[src/rtl/find_edges_scan.sv]
// Scans outward from a centre pixel in four directions (right, left, down, up) and
// reports the last pixel of each run of matching pixels, bridging gaps shorter than GAP_TOL.
module find_edges_scan #(
  parameter int                 WIDTH        = 240,
  parameter int                 HEIGHT       = 320,
  parameter int                 PIXEL_W      = 16,
  parameter logic [PIXEL_W-1:0] MATCH_VAL    = 16'h00FF,
  parameter logic [PIXEL_W-1:0] MATCH_MASK   = 16'hFFFF,
  parameter int                 GAP_TOL      = 4,
  parameter int                 READ_LATENCY = 2,
  localparam int                XW           = $clog2(WIDTH),
  localparam int                YW           = $clog2(HEIGHT),
  localparam int                AW           = $clog2(WIDTH * HEIGHT)
) (
  input  logic               clk_in,
  input  logic               rst_n_in,
  input  logic               start_in,
  input  logic [XW-1:0]      x_center,
  input  logic [YW-1:0]      y_center,
  input  logic [PIXEL_W-1:0] pixel_data_in,
  output logic [AW-1:0]      addr_out,
  output logic               rd_en_out,
  output logic               busy_out,
  output logic               edges_valid_out,
  output logic [XW-1:0]      right_edge,
  output logic [XW-1:0]      left_edge,
  output logic [YW-1:0]      bot_edge,
  output logic [YW-1:0]      top_edge,
  output logic [3:0]         found_out,
  output logic               range_err_out
);

  localparam int CW = (XW > YW) ? XW : YW;
  localparam int MW = $clog2(GAP_TOL + 1);

  typedef enum logic [2:0] {IDLE, SCAN_R, SCAN_L, SCAN_D, SCAN_U, DONE} state_t;

  state_t          state;
  logic [XW-1:0]   xc;
  logic [YW-1:0]   yc;
  logic [AW-1:0]   c_addr;
  logic [CW-1:0]   iss_crd;
  logic            hit;
  logic [CW-1:0]   last_hit;
  logic [MW-1:0]   miss;
  logic [CW-1:0]   res_edge [4];
  logic [3:0]      res_found;

  // Tag pipeline aligned with the BRAM: the last stage describes pixel_data_in.
  logic            pipe_vld [READ_LATENCY];
  logic [1:0]      pipe_dir [READ_LATENCY];
  logic [CW-1:0]   pipe_crd [READ_LATENCY];
  logic            pipe_brd [READ_LATENCY];

  logic [1:0]      dir;
  logic            in_scan;
  logic            iss_border;
  logic            ret_ok;
  logic            match;
  logic            hit_now;
  logic [CW-1:0]   last_now;
  logic [MW-1:0]   miss_inc;
  logic            term;
  logic [CW-1:0]   center_crd;
  logic [CW-1:0]   edge_val;
  logic [3:0]      found_upd;
  logic [AW-1:0]   step;
  logic            x_bad;
  logic            y_bad;
  logic [AW-1:0]   start_addr;

  always_comb begin
    dir     = 2'd0;
    in_scan = 1'b1;
    case (state)
      SCAN_R:  dir = 2'd0;
      SCAN_L:  dir = 2'd1;
      SCAN_D:  dir = 2'd2;
      SCAN_U:  dir = 2'd3;
      default: in_scan = 1'b0;
    endcase
  end

  always_comb begin
    iss_border = 1'b0;
    case (dir)
      2'd0: iss_border = (iss_crd == CW'(WIDTH - 1));
      2'd1: iss_border = (iss_crd == '0);
      2'd2: iss_border = (iss_crd == CW'(HEIGHT - 1));
      2'd3: iss_border = (iss_crd == '0);
      default: iss_border = 1'b0;
    endcase
  end

  assign ret_ok     = in_scan && pipe_vld[READ_LATENCY-1] && (pipe_dir[READ_LATENCY-1] == dir);
  assign match      = ((pixel_data_in & MATCH_MASK) == (MATCH_VAL & MATCH_MASK));
  assign hit_now    = hit | match;
  assign last_now   = match ? pipe_crd[READ_LATENCY-1] : last_hit;
  assign miss_inc   = miss + MW'(1);
  assign term       = ret_ok && (pipe_brd[READ_LATENCY-1] || (!match && (miss_inc == MW'(GAP_TOL))));
  assign center_crd = dir[1] ? CW'(yc) : CW'(xc);
  assign edge_val   = hit_now ? last_now : center_crd;
  assign step       = dir[1] ? AW'(WIDTH) : AW'(1);
  assign x_bad      = (32'(x_center) >= WIDTH);
  assign y_bad      = (32'(y_center) >= HEIGHT);
  assign start_addr = AW'(y_center) * AW'(WIDTH) + AW'(x_center);

  always_comb begin
    found_upd      = res_found;
    found_upd[dir] = hit_now;
  end

  always_ff @(posedge clk_in or negedge rst_n_in) begin
    if (!rst_n_in) begin
      state           <= IDLE;
      xc              <= '0;
      yc              <= '0;
      c_addr          <= '0;
      iss_crd         <= '0;
      hit             <= 1'b0;
      last_hit        <= '0;
      miss            <= '0;
      res_found       <= '0;
      addr_out        <= '0;
      rd_en_out       <= 1'b0;
      busy_out        <= 1'b0;
      edges_valid_out <= 1'b0;
      range_err_out   <= 1'b0;
      right_edge      <= '0;
      left_edge       <= '0;
      bot_edge        <= '0;
      top_edge        <= '0;
      found_out       <= '0;
      for (int i = 0; i < 4; i++) res_edge[i] <= '0;
      for (int i = 0; i < READ_LATENCY; i++) begin
        pipe_vld[i] <= 1'b0;
        pipe_dir[i] <= '0;
        pipe_crd[i] <= '0;
        pipe_brd[i] <= 1'b0;
      end
    end else begin
      edges_valid_out <= 1'b0;
      range_err_out   <= 1'b0;

      pipe_vld[0] <= rd_en_out && in_scan;
      pipe_dir[0] <= dir;
      pipe_crd[0] <= iss_crd;
      pipe_brd[0] <= iss_border;
      for (int i = 1; i < READ_LATENCY; i++) begin
        pipe_vld[i] <= pipe_vld[i-1];
        pipe_dir[i] <= pipe_dir[i-1];
        pipe_crd[i] <= pipe_crd[i-1];
        pipe_brd[i] <= pipe_brd[i-1];
      end

      case (state)
        IDLE: begin
          if (start_in) begin
            if (x_bad || y_bad) begin
              range_err_out   <= 1'b1;
              edges_valid_out <= 1'b1;
              right_edge      <= x_bad ? XW'(WIDTH - 1) : x_center;
              left_edge       <= x_bad ? XW'(WIDTH - 1) : x_center;
              bot_edge        <= y_bad ? YW'(HEIGHT - 1) : y_center;
              top_edge        <= y_bad ? YW'(HEIGHT - 1) : y_center;
              found_out       <= '0;
            end else begin
              xc        <= x_center;
              yc        <= y_center;
              c_addr    <= start_addr;
              addr_out  <= start_addr;
              iss_crd   <= CW'(x_center);
              rd_en_out <= 1'b1;
              busy_out  <= 1'b1;
              hit       <= 1'b0;
              miss      <= '0;
              last_hit  <= '0;
              state     <= SCAN_R;
            end
          end
        end

        SCAN_R, SCAN_L, SCAN_D, SCAN_U: begin
          if (term) begin
            res_edge[dir] <= edge_val;
            res_found     <= found_upd;
            hit           <= 1'b0;
            miss          <= '0;
            if (state == SCAN_U) begin
              right_edge      <= res_edge[0][XW-1:0];
              left_edge       <= res_edge[1][XW-1:0];
              bot_edge        <= res_edge[2][YW-1:0];
              top_edge        <= edge_val[YW-1:0];
              found_out       <= found_upd;
              edges_valid_out <= 1'b1;
              rd_en_out       <= 1'b0;
              state           <= DONE;
            end else begin
              // Every direction restarts at the centre pixel.
              rd_en_out <= 1'b1;
              addr_out  <= c_addr;
              iss_crd   <= (state == SCAN_R) ? CW'(xc) : CW'(yc);
              state     <= (state == SCAN_R) ? SCAN_L : (state == SCAN_L) ? SCAN_D : SCAN_U;
            end
          end else begin
            if (ret_ok) begin
              if (match) begin
                hit      <= 1'b1;
                last_hit <= pipe_crd[READ_LATENCY-1];
                miss     <= '0;
              end else begin
                miss <= miss_inc;
              end
            end
            if (rd_en_out) begin
              if (iss_border) begin
                rd_en_out <= 1'b0;
              end else begin
                addr_out <= dir[0] ? addr_out - step : addr_out + step;
                iss_crd  <= dir[0] ? iss_crd - CW'(1) : iss_crd + CW'(1);
              end
            end
          end
        end

        DONE: begin
          busy_out <= 1'b0;
          state    <= IDLE;
        end

        default: state <= IDLE;
      endcase
    end
  end

endmodule

[config.mk]
export PLATFORM = sky130hd
export DESIGN_NAME = find_edges_scan
export DESIGN_NICKNAME = d
export VERILOG_FILES = /design/src/rtl/find_edges_scan.sv
export SDC_FILE = /design/constraint.sdc
export NUM_CORES = 1
export LEC_CHECK = 0
export BUFFER_PORTS_ARGS = -buffer_cell sky130_fd_sc_hd__buf_2
export CAP_MARGIN = 20
export CORE_ASPECT_RATIO = 0.5
export CORE_UTILIZATION = 46
export CTS_CLUSTER_SIZE = 8
export DETAILED_ROUTE_END_ITERATION = 10
export GPL_ROUTABILITY_DRIVEN = 1
export SLEW_MARGIN = 10
export SYNTH_ARGS = -nofsm -noshare
export SYNTH_HDL_FRONTEND = slang
export SYNTH_SLANG_ARGS = --single-unit
[constraint.sdc]
create_clock -name clk_in -period 9.4 [get_ports clk_in]
set_clock_uncertainty 0.2 [all_clocks]
set_input_delay 0 -clock clk_in [delete_from_list [all_inputs] [get_ports clk_in]]
set_output_delay 0 -clock clk_in [all_outputs]
set_load 0.05 [all_outputs]
==> results of run 1 <==
stage by stage:
stage                     cells  hold slack, ns  area [um^2]  setup slack, ns  power, uW
final                      1412          0.0758        11100             4.95       3890
after detailed placement   1351          0.0192        10200             5.10       3220
after global placement     1351          0.0115        10200             5.19       3180
after global routing       1412          0.0801        11100             4.58       4200
after CTS                  1409          0.0581        11000             4.99       3900
after floorplan            1033          -0.496         9530             5.64       2680
worst max-delay path, cell delays in order:
cell and delay, ns:
dlygate4sd3_1 0.53, buf_2 0.13, inv_1 0.33, fa_1 0.52, fa_1 0.52, inv_1 0.04
ha_1 0.23, a211oi_1 0.44, o21bai_1 0.18, a2111oi_0 0.57, o21ai_0 0.19, and4bb_2 0.28
xnor2_1 0.21, a22oi_1 0.12, mux2_2 0.28
final timing paths:
check,endpoint
setup reg to reg,addr_out[15]
max in group asynchronous,hit
hold reg to reg,pipe_crd[6]
hold / removal,hit
setup / recovery,addr_out[14]
min in group asynchronous,left_edge[2]
registers in the layout (all words and copies together), names as in the netlist, 9 cells and up:
| name | flops |
|---|---|
| res_edge | 25 |
| pipe_crd | 18 |
| addr_out | 17 |
| c_addr | 13 |
| bot_edge | 9 |
| iss_crd | 9 |
| last_hit | 9 |
| top_edge | 9 |
| yc | 9 |
kinds of logic after synthesis:
group                    Yosys count
AO/OA/AOI/OAI                    297
XOR/XNOR                          36
AND/OR/NAND/NOR                  337
adder cells (fa/ha/maj)           68
flip-flops                       168
multiplexers                      24
buffers and inverters            103
report_power, final:
group | total (uW) | internal [uW] | switching [uW]
registers | 1180 | 984 | 197
clock network | 658 | 362 | 296
logic | 2050 | 710 | 1340
placed cells by master, fill, tap and decap left out, types with 25 or more instances in the layout:
master,n
buf_2,93
xnor2_1,25
dfrtp_1,168
dlygate4sd3_1,27
ha_1,50
nand2_1,197
o21ai_0,137
a21oi_1,42
inv_1,52
nor2_1,36
routing by layer:
layer / vias to the layer above / routed length [um] / share of wire / global-route usage
met3: 25 / 1630 / 0.064 / 0.0576
met5: - / 0 / 0 / 0
met4: 0 / 325 / 0.013 / 0.0683
met2: 217 / 10900 / 0.43 / 0.366
met1: 3916 / 12700 / 0.50 / 0.381
li1: 3828 / - / - / -
cell type report:
class	instances	area [um^2]
multi-input combinational	762	4940
sequential	168	4200
clock inverter	8	63.8
tap	266	333
inverter	52	195
fill	1861	8800
clock buffer	24	482
timing repair buffer	132	853
==> qor.log, run 1 <==
INFO  floorplan      die_y=104um
INFO  placed_design  routabilityCongestion=0.880
INFO  synthesis      adder_cell_share_of_the_synthesized_area=0.103
INFO  global_routing grt_pass1_vias=7561
INFO  synthesis      synth-async-reset-ratio=1.00
INFO  cts            cts_hold_buffers=26
INFO  finish         flow.area_growth_from_synthesis=16.1%
INFO  cts            number_of_buffers_inserted_during_clock_tree_synthesis=17
INFO  floorplan      floorplan.initialDensity=0.480
INFO  synthesis      dominantRegCellSynth=dfrtp_1
INFO  synthesis      synth.cells.most_frequent=nand2_1, dfrtp_1, o21ai_0
INFO  job            max_cap_violations=0
INFO  floorplan      dieWidth=206um
INFO  timing         timing_hold_violations_final=0
INFO  timing         timing.final.crit_share=0.473
INFO  detailed_routing detail_route.vias_per_cell=5.66
INFO  critical_path  critPathLaunchType=input port
INFO  timing         finalMaxSlewViolations=0
INFO  global_routing grt_antenna_before_repair=1
INFO  placed_design  port_buffers=94
INFO  synthesis      ys_seq_area_frac=0.441
INFO  finish         antennaDiodeCount=0
INFO  worst_hold_path min_path_type=input port to flip-flop
INFO  worst_hold_path worst_hold_path.num_cells=6
INFO  worst_hold_path timing.hold.worst.start=pixel_data_in[11]
INFO  critical_path  critical_path.endpoint_type=flip-flop
INFO  detailed_routing routed-via-count=7986
INFO  synthesis      syn_nets=1137
INFO  cts            clock_sinks=168
INFO  cts            tritoncts_clock_tree=yes
INFO  synthesis      synth.top_cells.by_area=dfrtp_1, nand2_1, o21ai_0, ha_1, fa_1
INFO  global_routing grt.overflow.total=0
INFO  synthesis      summed_instance_area_of_the_synthesized_netlist=0.00953mm^2
INFO  critical_path  worst_r2r_startpoint=state[1]
INFO  finish         post_layout_net_count=1237
INFO  timing         slew_headroom=0.240
INFO  detailed_routing avg_wl_per_cell=18.1um
INFO  critical_path  timing.critical_path.required=9.52ns
INFO  synthesis      synth_cell_types=68
INFO  pwr            leakage_dissipation=0.00524uW
INFO  synthesis      synth_enable_flop_cells=0
INFO  synthesis      synthSimpleGateAreaFrac=0.163
INFO  synthesis      main_combinational_cell_family_by_area_after_synthesis=compound AO/OA/AOI/OAI gates
INFO  critical_path  reg2regPathDepth=14
INFO  detailed_routing ant_nets=0
INFO  cts            cts_max_path_buffers=2
INFO  floorplan      rows=36
INFO  detailed_routing dr.first_iter.drc_count=662
INFO  synthesis      synth_mux_area_frac=0.0255
INFO  timing         fmaxAchievable=0.225GHz
INFO  cts            post_cts_setup_buffers=0
INFO  detailed_routing first_pass_iters=5
INFO  critical_path  worst_reg_to_reg_setup_slack=5.28ns
INFO  cts            ctsHtreeMaxLevel=4
INFO  synthesis      postSynthCellCount=1033
INFO  critical_path  worst_ep_arrival_time=4.57ns
INFO  pwr            power_density=351mW/mm^2
INFO  synthesis      synth_seq_cells=168
INFO  timing         worst_slew_pin_slew=1.14ns
INFO  critical_path  worstSetupPathType=input port to flip-flop
INFO  timing         finalCriticalPeriod=4.45ns
INFO  finish         final_core_util=0.557
INFO  detailed_routing drc=0
INFO  run_status     result_of_the_run=finished clean
INFO  placed_design  hpwl=18300um
INFO  timing         unrepaired_setup_endpoints_after_global_routing=false
INFO  synthesis      yosys_warnings=0
INFO  timing         timing.setup.tns=0ns
INFO  synthesis      netlist.area_leader.share=0.441
INFO  cts            cts_root_buffer=clkbuf_16
INFO  cts            worst_setup_hold_path_clk_slew=0.06ns
INFO  synthesis      biggest_area_consumer_among_synthesized_cells=dfrtp_1
INFO  synthesis      synthXorXnorAreaFrac=0.0331
INFO  floorplan      core_region_area=0.0199mm^2
INFO  synthesis      yosys.cell_count.top_type=nand2_1
INFO  pwr            worst_ir_drop_vdd=0.000207V
INFO  global_routing grt_max_degree=106
INFO  synthesis      post_synthesis_mean_instance_area=9.23um^2
INFO  cts            worstSkewPairLatency=0.43ns
INFO  cts            cts-resized-gates=0
INFO  finish         drive_above_1_share=0.129
INFO  global_routing track_usage=0.255
INFO  detailed_routing routed_wirelength=25500um
INFO  critical_path  timing.critical_path.from=y_center[3]
INFO  floorplan      fp.dieArea=0.0213mm^2
INFO  global_routing grt_first_pass_wirelength=41700um
INFO  synthesis      synth_compound_area_frac=0.191
INFO  floorplan      design.portCount=95
INFO  timing         setup_viol=0
INFO  critical_path  timing.critical_path.fanout_max=7
Note: power is estimated with default switching activity, not from simulation.
==> run 2, diff against run 1 <==
- ABC_AREA: unset -> 1
- clock period: 9.4 -> 4.1 ns (I/O delays scaled with it)
==> run 2 against run 1 <==
Effect of this change: count of clock-buffer cells in the layout fell by 5; via count is 13% higher; global-route usage increased by 1.2 points; final area rose by 6.8%; register-to-register slack got worse by 4.6 ns; total power grew to 2.9 times the previous value; combinational power grew to 3.3 times the previous value; synthesized area is 7.6% higher.
==> qor.log, run 2 <==
INFO  detailed_routing highest-signal-layer=met4 [unchanged]
INFO  detailed_routing m1WireLength=13700um [was 12700 um]
INFO  floorplan      rows=38 [was 36]
INFO  detailed_routing ant_nets=0 [unchanged]
INFO  finish         layout.cells.most_common_list=nand2_1, dfrtp_1, inv_1 [was nand2_1, dfrtp_1, o21ai_0]
INFO  detailed_routing detail_route.vias_per_cell=5.20 [was 5.66]
INFO  synthesis      yosys.cell_count.top_type=nand2_1 [unchanged]
INFO  cts            cts_max_path_buffers=2 [unchanged]
INFO  pwr            power_density=963mW/mm^2 [was 351 mW/mm^2]
INFO  pwr            power.share.combinational=0.602 [was 0.527]
INFO  detailed_routing dr.first_iter.drc_count=842 [was 662]
INFO  global_routing track_usage=0.267 [was 0.255]
INFO  synthesis      syn_nets=1429 [was 1137]
INFO  detailed_routing wl_met3=1710um [was 1630 um]
INFO  floorplan      floorplan.initialDensity=0.471 [was 0.480]
INFO  timing         fmaxAchievable=0.269GHz
INFO  critical_path  critPathLaunchType=input port [unchanged]
INFO  finish         final_core_util=0.543 [was 0.557]
INFO  synthesis      synth_seq_cells=168 [unchanged]
INFO  cts            tritoncts_clock_tree=yes [unchanged]
INFO  floorplan      die_y=108um [was 104 um]
INFO  run_status     result_of_the_run=finished clean [unchanged]
INFO  global_routing grt_antenna_before_repair=0 [was 1]
INFO  finish         flow.area_growth_from_synthesis=15.2% [was 16.1%]
INFO  detailed_routing route.met2.wl=12900um [was 10900 um]
INFO  worst_hold_path timing.hold.worst.start=pixel_data_in[9] [was pixel_data_in[11]]
INFO  pwr            clock_power_share=0.149 [was 0.169]
INFO  job            max_cap_violations=0 [unchanged]
INFO  critical_path  path_cells=dlygate4sd3_1, buf_2, fa_1, inv_1, fa_1, fa_1, inv_1, ha_1, nand2_1, nor2_1, nor2_1, nor2_1, nand2_1, nor2_1, nand3_1, nor2_1, nand3_1, nand2_1, nand2_1, nand2_1, nand2_1 [was dlygate4sd3_1, buf_2, inv_1, fa_1, fa_1, inv_1, ha_1, a211oi_1, o21bai_1, a2111oi_0, o21ai_0, and4bb_2, xnor2_1, a22oi_1, mux2_2]
INFO  pwr            power_switching_share=0.519 [was 0.471]
INFO  critical_path  crit_path_top_delay_cell=fa_1 [was a2111oi_0]
INFO  synthesis      synth_cell_types=43 [was 68]
INFO  critical_path  timing.critical_path.required=4.23ns [was 9.52 ns]
INFO  cts            cts-resized-gates=0 [unchanged]
INFO  global_routing grt_first_pass_wirelength=46200um [was 41700 um]
INFO  finish         drive_above_1_share=0.115 [was 0.129]
INFO  pwr            power.share.sequential=0.249 [was 0.304]
INFO  floorplan      fp.dieArea=0.0229mm^2 [was 0.0213 mm^2]
INFO  placed_design  port_buffers=94 [unchanged]
INFO  cts            clock_sinks=168 [unchanged]
INFO  pwr            internal-power=5480uW [was 2060 uW]
INFO  critical_path  critical_path.endpoint_type=flip-flop [unchanged]
INFO  cts            number_of_buffers_inserted_during_clock_tree_synthesis=17 [unchanged]
INFO  synthesis      synth.cells.most_frequent=nand2_1, dfrtp_1, inv_1 [was nand2_1, dfrtp_1, o21ai_0]
INFO  critical_path  worst_path_largest_cell_delay=0.58ns [was 0.57 ns]
INFO  finish         antennaDiodeCount=0 [unchanged]
INFO  global_routing grt.overflow.total=0 [unchanged]
INFO  finish         biggestRegsByFlops=res_edge: 25 flops, pipe_crd: 18 flops, addr_out: 17 flops [unchanged]
INFO  cts            worstSkewPairLatency=0.44ns [was 0.43 ns]
INFO  synthesis      synth.top_cells.by_area=dfrtp_1, nand2_1, ha_1, inv_1, o21ai_0 [was dfrtp_1, nand2_1, o21ai_0, ha_1, fa_1]
INFO  pwr            netSwitchingPower=5900uW [was 1830 uW]
INFO  detailed_routing routed_wirelength=28700um [was 25500 um]
INFO  floorplan      core_region_area=0.0218mm^2 [was 0.0199 mm^2]
INFO  finish         final.fill_count=2136 [was 1861]
INFO  synthesis      postSynthCellCount=1325 [was 1033]
INFO  synthesis      synth-async-reset-ratio=1.00 [unchanged]
INFO  timing         worst_slew_pin_slew=1.03ns [was 1.14 ns]
INFO  timing         finalMaxSlewViolations=0 [unchanged]
INFO  critical_path  critical-path-top-cell-by-count=nand2_1
INFO  timing         unrepaired_setup_endpoints_after_global_routing=false [unchanged]
INFO  finish         number_of_flip_flops_under_the_largest_register_name=25 [unchanged]
INFO  cts            ctsHtreeMaxLevel=4 [unchanged]
INFO  timing         timing.final.crit_share=0.905
INFO  placed_design  hpwl=21300um [was 18300 um]
INFO  synthesis      yosys_warnings=0 [unchanged]
INFO  finish         post_layout_net_count=1532 [was 1237]
INFO  finish         max_flop_register=res_edge [unchanged]
INFO  detailed_routing first_pass_iters=6 [was 5]
INFO  detailed_routing avg_wl_per_cell=16.5um [was 18.1 um]
INFO  global_routing grt_pass1_vias=8556 [was 7561]
INFO  synthesis      synth_enable_flop_cells=0 [unchanged]
INFO  synthesis      netlist.area_leader.share=0.410 [was 0.441]
INFO  detailed_routing drc=0 [unchanged]
INFO  critical_path  worstSetupPathType=input port to flip-flop [unchanged]
INFO  detailed_routing routed-via-count=9045 [was 7986]
INFO  synthesis      summed_instance_area_of_the_synthesized_netlist=0.0103mm^2 [was 0.00953 mm^2]
INFO  global_routing grt_max_degree=106 [unchanged]
INFO  synthesis      dominantRegCellSynth=dfrtp_1 [unchanged]
INFO  finish         layout_commonest_cell=nand2_1 [unchanged]
INFO  timing         timing_hold_violations_final=0 [unchanged]
INFO  synthesis      biggest_area_consumer_among_synthesized_cells=dfrtp_1 [unchanged]
INFO  cts            cts_root_buffer=clkbuf_16 [unchanged]
INFO  critical_path  timing.critical_path.fanout_max=5 [was 7]
INFO  timing         timing.setup.tns=0ns [unchanged]
INFO  synthesis      post_synthesis_mean_instance_area=7.74um^2 [was 9.23 um^2]
INFO  floorplan      dieWidth=213um [was 206 um]
INFO  worst_hold_path min_path_type=input port to flip-flop [unchanged]
INFO  pwr            leakage_dissipation=0.00616uW [was 0.00524 uW]
INFO  critical_path  worst_reg_to_reg_setup_slack=0.67ns [was 5.28 ns]
INFO  critical_path  worst_ep_arrival_time=3.84ns [was 4.57 ns]
INFO  timing         setup_viol=0 [unchanged]
INFO  synthesis      ys_seq_area_frac=0.410 [was 0.441]
INFO  critical_path  timing.critical_path.from=y_center[0] [was y_center[3]]
INFO  cts            worst_setup_hold_path_clk_slew=0.07ns [was 0.06 ns]
INFO  timing         slew_headroom=0.304 [was 0.240]
INFO  critical_path  worst_r2r_startpoint=state[2] [was state[1]]
INFO  pwr            worst_ir_drop_vdd=0.000539V [was 0.000207 V]
INFO  floorplan      design.portCount=95 [unchanged]
INFO  placed_design  routabilityCongestion=0.841 [was 0.880]
INFO  timing         finalCriticalPeriod=3.71ns
[run 2: critical path: cells and delay by family]
family | cells | cell delay, ns
buffers and inverters | 4 | 0.79
adder cells (fa/ha/maj) | 4 | 1.89
AND/OR/NAND/NOR | 13 | 1.14
[run 2: worst paths after layout]
| check | end | cells after the start |
|---|---|---|
| max | addr_out[16] | 21 |
| min | miss[2] | 8 |
| max reg2reg | addr_out[12] | 18 |
| min reg2reg | pipe_crd[3] | 0 |
| max in group asynchronous | c_addr[16] | 4 |
| min in group asynchronous | left_edge[6] | 3 |
[run 2: logic make-up (layout without fill, tap and decap cells)]
kind of cell | Yosys count | after routing | share of synthesized area
mux | 1 | 1 | 0.00110
fa+ha+maj | 68 | 68 | 0.0961
flops | 168 | 168 | 0.410
simple gates | 641 | 641 | 0.265
buf+inv | 195 | 310 | 0.0795
compound gates | 226 | 226 | 0.126
xor+xnor | 26 | 26 | 0.0229
[run 2: timing repair]
item,CTS,global route
setup buffers,0,0
hold endpoints to repair,174,21
hold buffers,19,1
[run 2: power groups by stage]
stage | registers, uW | clock network [uW] | logic [uW]
after CTS | 2840 | 1730 | 6840
final | 2840 | 1700 | 6850
after floorplan | 3650 | 0 | 4260
after global routing | 2920 | 1810 | 7690
after global placement | 2840 | 0 | 6720
after detailed placement | 2870 | 0 | 6790
[run 2: per-layer routing]
metal  GRT usage  vias up
met5           0        -
met4      0.0602        0
met3      0.0610       31
met2       0.421      199
met1       0.373     4335
li1            -     4480
[run 2: stage by stage]
stage               total power [uW]  setup slack, ns  hold slack (ns)  cell area, um^2  cells
floorplan                       7910            0.907           -0.496            10300   1325
global placement                9560            0.536        -0.000904            11000   1688
detailed placement              9660            0.495          0.00445            11000   1688
CTS                            11400            0.412           0.0405            11800   1738
global route                   12400            0.131            0.131            11800   1740
finish                         11400            0.388           0.0673            11800   1740
[run 2: area by class of cell]
class,count,area (um^2),share of cell area
multi-input combinational,962,5240,0.444
sequential,168,4200,0.356
timing repair buffer,126,812,0.0687
inverter,153,577,0.0488
clock buffer,19,443,0.0375
tap,300,375,0.0318
clock inverter,12,165,0.0140
==> run 3, diff against run 2 <==
- PLACE_DENSITY: unset -> 0.61
- SETUP_SLACK_MARGIN: unset -> 0.1
==> run 3 against run 2 <==
Effect of this change: count of clock-buffer cells in the layout up 1; core utilization about the same; clock power up 4%; combinational power down 0.6%; sequential power about the same; critical path depth unchanged; hold slack worse by 0.050 ns; via count about the same; first-iteration DRC count down 18%; critical path type unchanged.
==> qor.log, run 3 (synthesized netlist as in run 2, its figures left out) <==
INFO  run_status     result_of_the_run=finished clean [unchanged]
INFO  critical_path  crit_path_top_delay_cell=fa_1 [unchanged]
INFO  cts            tritoncts_clock_tree=yes [unchanged]
INFO  floorplan      rows=38 [unchanged]
INFO  timing         timing.setup.tns=0ns [unchanged]
INFO  critical_path  timing.critical_path.fanout_max=5 [unchanged]
INFO  pwr            power.share.combinational=0.596 [was 0.602]
INFO  timing         timing_hold_violations_final=0 [unchanged]
INFO  floorplan      die_y=108um [unchanged]
INFO  critical_path  worstSetupPathType=input port to flip-flop [unchanged]
INFO  finish         post_layout_nonfiller_instances=1737 [was 1740]
INFO  timing         finalMaxSlewViolations=0 [unchanged]
INFO  critical_path  critical_path.endpoint_type=flip-flop [unchanged]
INFO  timing         timing.final.crit_share=0.888 [was 0.905]
INFO  timing         finalCriticalPeriod=3.64ns [was 3.71 ns]
INFO  timing         slew_headroom=0.404 [was 0.304]
INFO  finish         drive_above_1_share=0.116 [was 0.115]
INFO  critical_path  critical-path-top-cell-by-count=nand2_1 [unchanged]
INFO  finish         post_layout_net_count=1528 [was 1532]
INFO  finish         max_flop_register=res_edge [unchanged]
INFO  global_routing grt_max_degree=98 [was 106]
INFO  global_routing track_usage=0.262 [was 0.267]
INFO  pwr            leakage_dissipation=0.00615uW [was 0.00616 uW]
INFO  finish         flow.area_growth_from_synthesis=15.2% [about the same]
INFO  floorplan      design.portCount=95 [unchanged]
INFO  timing         setup_slack=0.460ns [was 0.388 ns]
INFO  cts            ctsHtreeMaxLevel=4 [unchanged]
INFO  cts            worstSkewPairLatency=0.43ns [was 0.44 ns]
INFO  worst_hold_path min_path_type=input port to asynchronous set/reset pin [was input port to flip-flop]
INFO  global_routing grt_first_pass_wirelength=45600um [was 46200 um]
INFO  detailed_routing first_pass_iters=5 [was 6]
INFO  pwr            power.share.sequential=0.249 [about the same]
INFO  cts            cts_max_path_buffers=2 [unchanged]
INFO  floorplan      floorplan.initialDensity=0.471 [unchanged]
INFO  detailed_routing avg_wl_per_cell=16.3um [was 16.5 um]
INFO  placed_design  dpl.cell_count=1686 [was 1688]
INFO  global_routing grt.overflow.total=0 [unchanged]
INFO  pwr            netSwitchingPower=5870uW [was 5900 uW]
INFO  cts            clock_sinks=168 [unchanged]
INFO  critical_path  timing.critical_path.required=4.22ns [was 4.23 ns]
INFO  critical_path  worst_path_largest_cell_delay=0.57ns [was 0.58 ns]
INFO  timing         unrepaired_setup_endpoints_after_global_routing=false [unchanged]
INFO  floorplan      fp.dieArea=0.0229mm^2 [unchanged]
INFO  placed_design  detailed_place.area=0.0110mm^2 [about the same]
INFO  cts            worst_setup_hold_path_clk_slew=0.07ns [about the same]
INFO  global_routing grt_pass1_vias=8566 [was 8556]
INFO  finish         layout_commonest_cell=nand2_1 [unchanged]
INFO  detailed_routing ant_nets=0 [unchanged]
INFO  global_routing grt_antenna_before_repair=0 [unchanged]
INFO  floorplan      dieWidth=213um [unchanged]
INFO  critical_path  path_cells=dlygate4sd3_1, buf_2, fa_1, inv_1, fa_1, fa_1, inv_1, ha_4, nand2_1, nor2_1, nor2_1, nor2_1, nand2_1, nor2_2, nand3_1, nor2_2, nand3_1, nand2_1, nand2_1, nand2_1, nand2_1 [was dlygate4sd3_1, buf_2, fa_1, inv_1, fa_1, fa_1, inv_1, ha_1, nand2_1, nor2_1, nor2_1, nor2_1, nand2_1, nor2_1, nand3_1, nor2_1, nand3_1, nand2_1, nand2_1, nand2_1, nand2_1]
INFO  pwr            power_density=966mW/mm^2 [was 963 mW/mm^2]
INFO  finish         biggestRegsByFlops=res_edge: 25 flops, pipe_crd: 18 flops, addr_out: 17 flops [unchanged]
INFO  critical_path  worst_reg_to_reg_setup_slack=0.74ns [was 0.67 ns]
INFO  cts            cts_root_buffer=clkbuf_16 [unchanged]
INFO  finish         antennaDiodeCount=0 [unchanged]
INFO  floorplan      core_region_area=0.0218mm^2 [unchanged]
INFO  timing         worst_slew_pin_slew=0.885ns [was 1.03 ns]
INFO  detailed_routing routed_wirelength=28400um [was 28700 um]
INFO  timing         setup_viol=0 [unchanged]
INFO  critical_path  critPathLaunchType=input port [unchanged]
INFO  finish         final_design_area_no_fill=0.0118mm^2 [about the same]
INFO  placed_design  worst_slack_at_placement=0.485ns [was 0.495 ns]
INFO  pwr            worst_ir_drop_vdd=0.000385V [was 0.000539 V]
INFO  detailed_routing dr.first_iter.drc_count=694 [was 842]
INFO  detailed_routing routed-via-count=9039 [was 9045]
INFO  critical_path  worst_ep_arrival_time=3.76ns [was 3.84 ns]
INFO  finish         layout.cells.most_common_list=nand2_1, dfrtp_1, inv_1 [unchanged]
INFO  pwr            internal-power=5550uW [was 5480 uW]
INFO  detailed_routing drc=0 [unchanged]
INFO  placed_design  routabilityCongestion=0.886 [was 0.841]
INFO  timing         fmaxAchievable=0.275GHz [was 0.269 GHz]
INFO  cts            number_of_buffers_inserted_during_clock_tree_synthesis=17 [unchanged]
INFO  job            max_cap_violations=0 [unchanged]
INFO  placed_design  port_buffers=94 [unchanged]
INFO  placed_design  hpwl=21100um [was 21300 um]
INFO  pwr            power_switching_share=0.514 [was 0.519]
INFO  detailed_routing detail_route.vias_per_cell=5.20 [about the same]
INFO  finish         number_of_flip_flops_under_the_largest_register_name=25 [unchanged]
INFO  pwr            clock_power_share=0.155 [was 0.149]
## run 3: cell count changes in the layout (fill, tap and decap cells not counted), sizes merged
cell / change
buf: -3
clkinvlp: -1
clkbuf: +1
bufinv: +1
dlygate4sd3: -1
## run 3: layer usage
layer	track usage	routed length, um	part of all wire	up-vias
li1	-	-	-	4464
met1	0.371	13700	0.48	4353
met2	0.415	12800	0.45	199
met3	0.0522	1540	0.054	23
met4	0.0592	289	0.010	0
met5	0	0	0	-
## run 3: critical path: cells and delay by family
family	cells	cell delay [ns]
buffers and inverters	4	0.82
and+or+nand+nor	13	1.13
adders and majority gates	4	1.82
## run 3: repair_timing
action                                  CTS  global route
hold buffers                             19             0
resized for setup                         0             3
buffers inserted                          0             0
endpoints found under the setup margin    0             3
endpoints found under the hold margin   164             0
## run 3: worst paths after layout
kind | start | endpoint | cells past startpoint
max in group asynchronous | rst_n_in | addr_out[16] | 3
worst max-delay path | y_center[0] | addr_out[16] | 21
worst max register to register | state[0] | addr_out[15] | 18
worst min register to register | pipe_crd[13] | pipe_crd[4] | 0
worst min-delay path | rst_n_in | res_edge[18] | 2
min in group clk_in | pixel_data_in[12] | miss[2] | 8
## run 3: final cells by class
type | count | area [um^2]
Multi-Input combinational cell | 962 | 5260
Fill cell | 2123 | 9960
Sequential cell | 168 | 4200
Clock buffer | 20 | 457
Inverter | 153 | 577
Clock inverter | 12 | 185
Tap cell | 300 | 375
Timing Repair Buffer | 122 | 759
## run 3: per-stage QoR
stage               hold slack [ns]   util  total power, uW
CTS                          0.0633  0.542            11400
global route                  0.103  0.543            12400
floorplan                    -0.496      -             7910
finish                       0.0172  0.543            11400
detailed placement          -0.0414  0.504             9640
global placement            -0.0436  0.504             9530
## run 3: power groups by stage
stage          Sequential [uW]  Combinational (uW)  Clock [uW]
6_report                  2840                6810        1770
5_1_grt                   2930                7600        1860
4_1_cts                   2840                6810        1790
3_5_place_dp              2860                6770           0
3_3_place_gp              2850                6680           0
2_1_floorplan             3650                4260           0
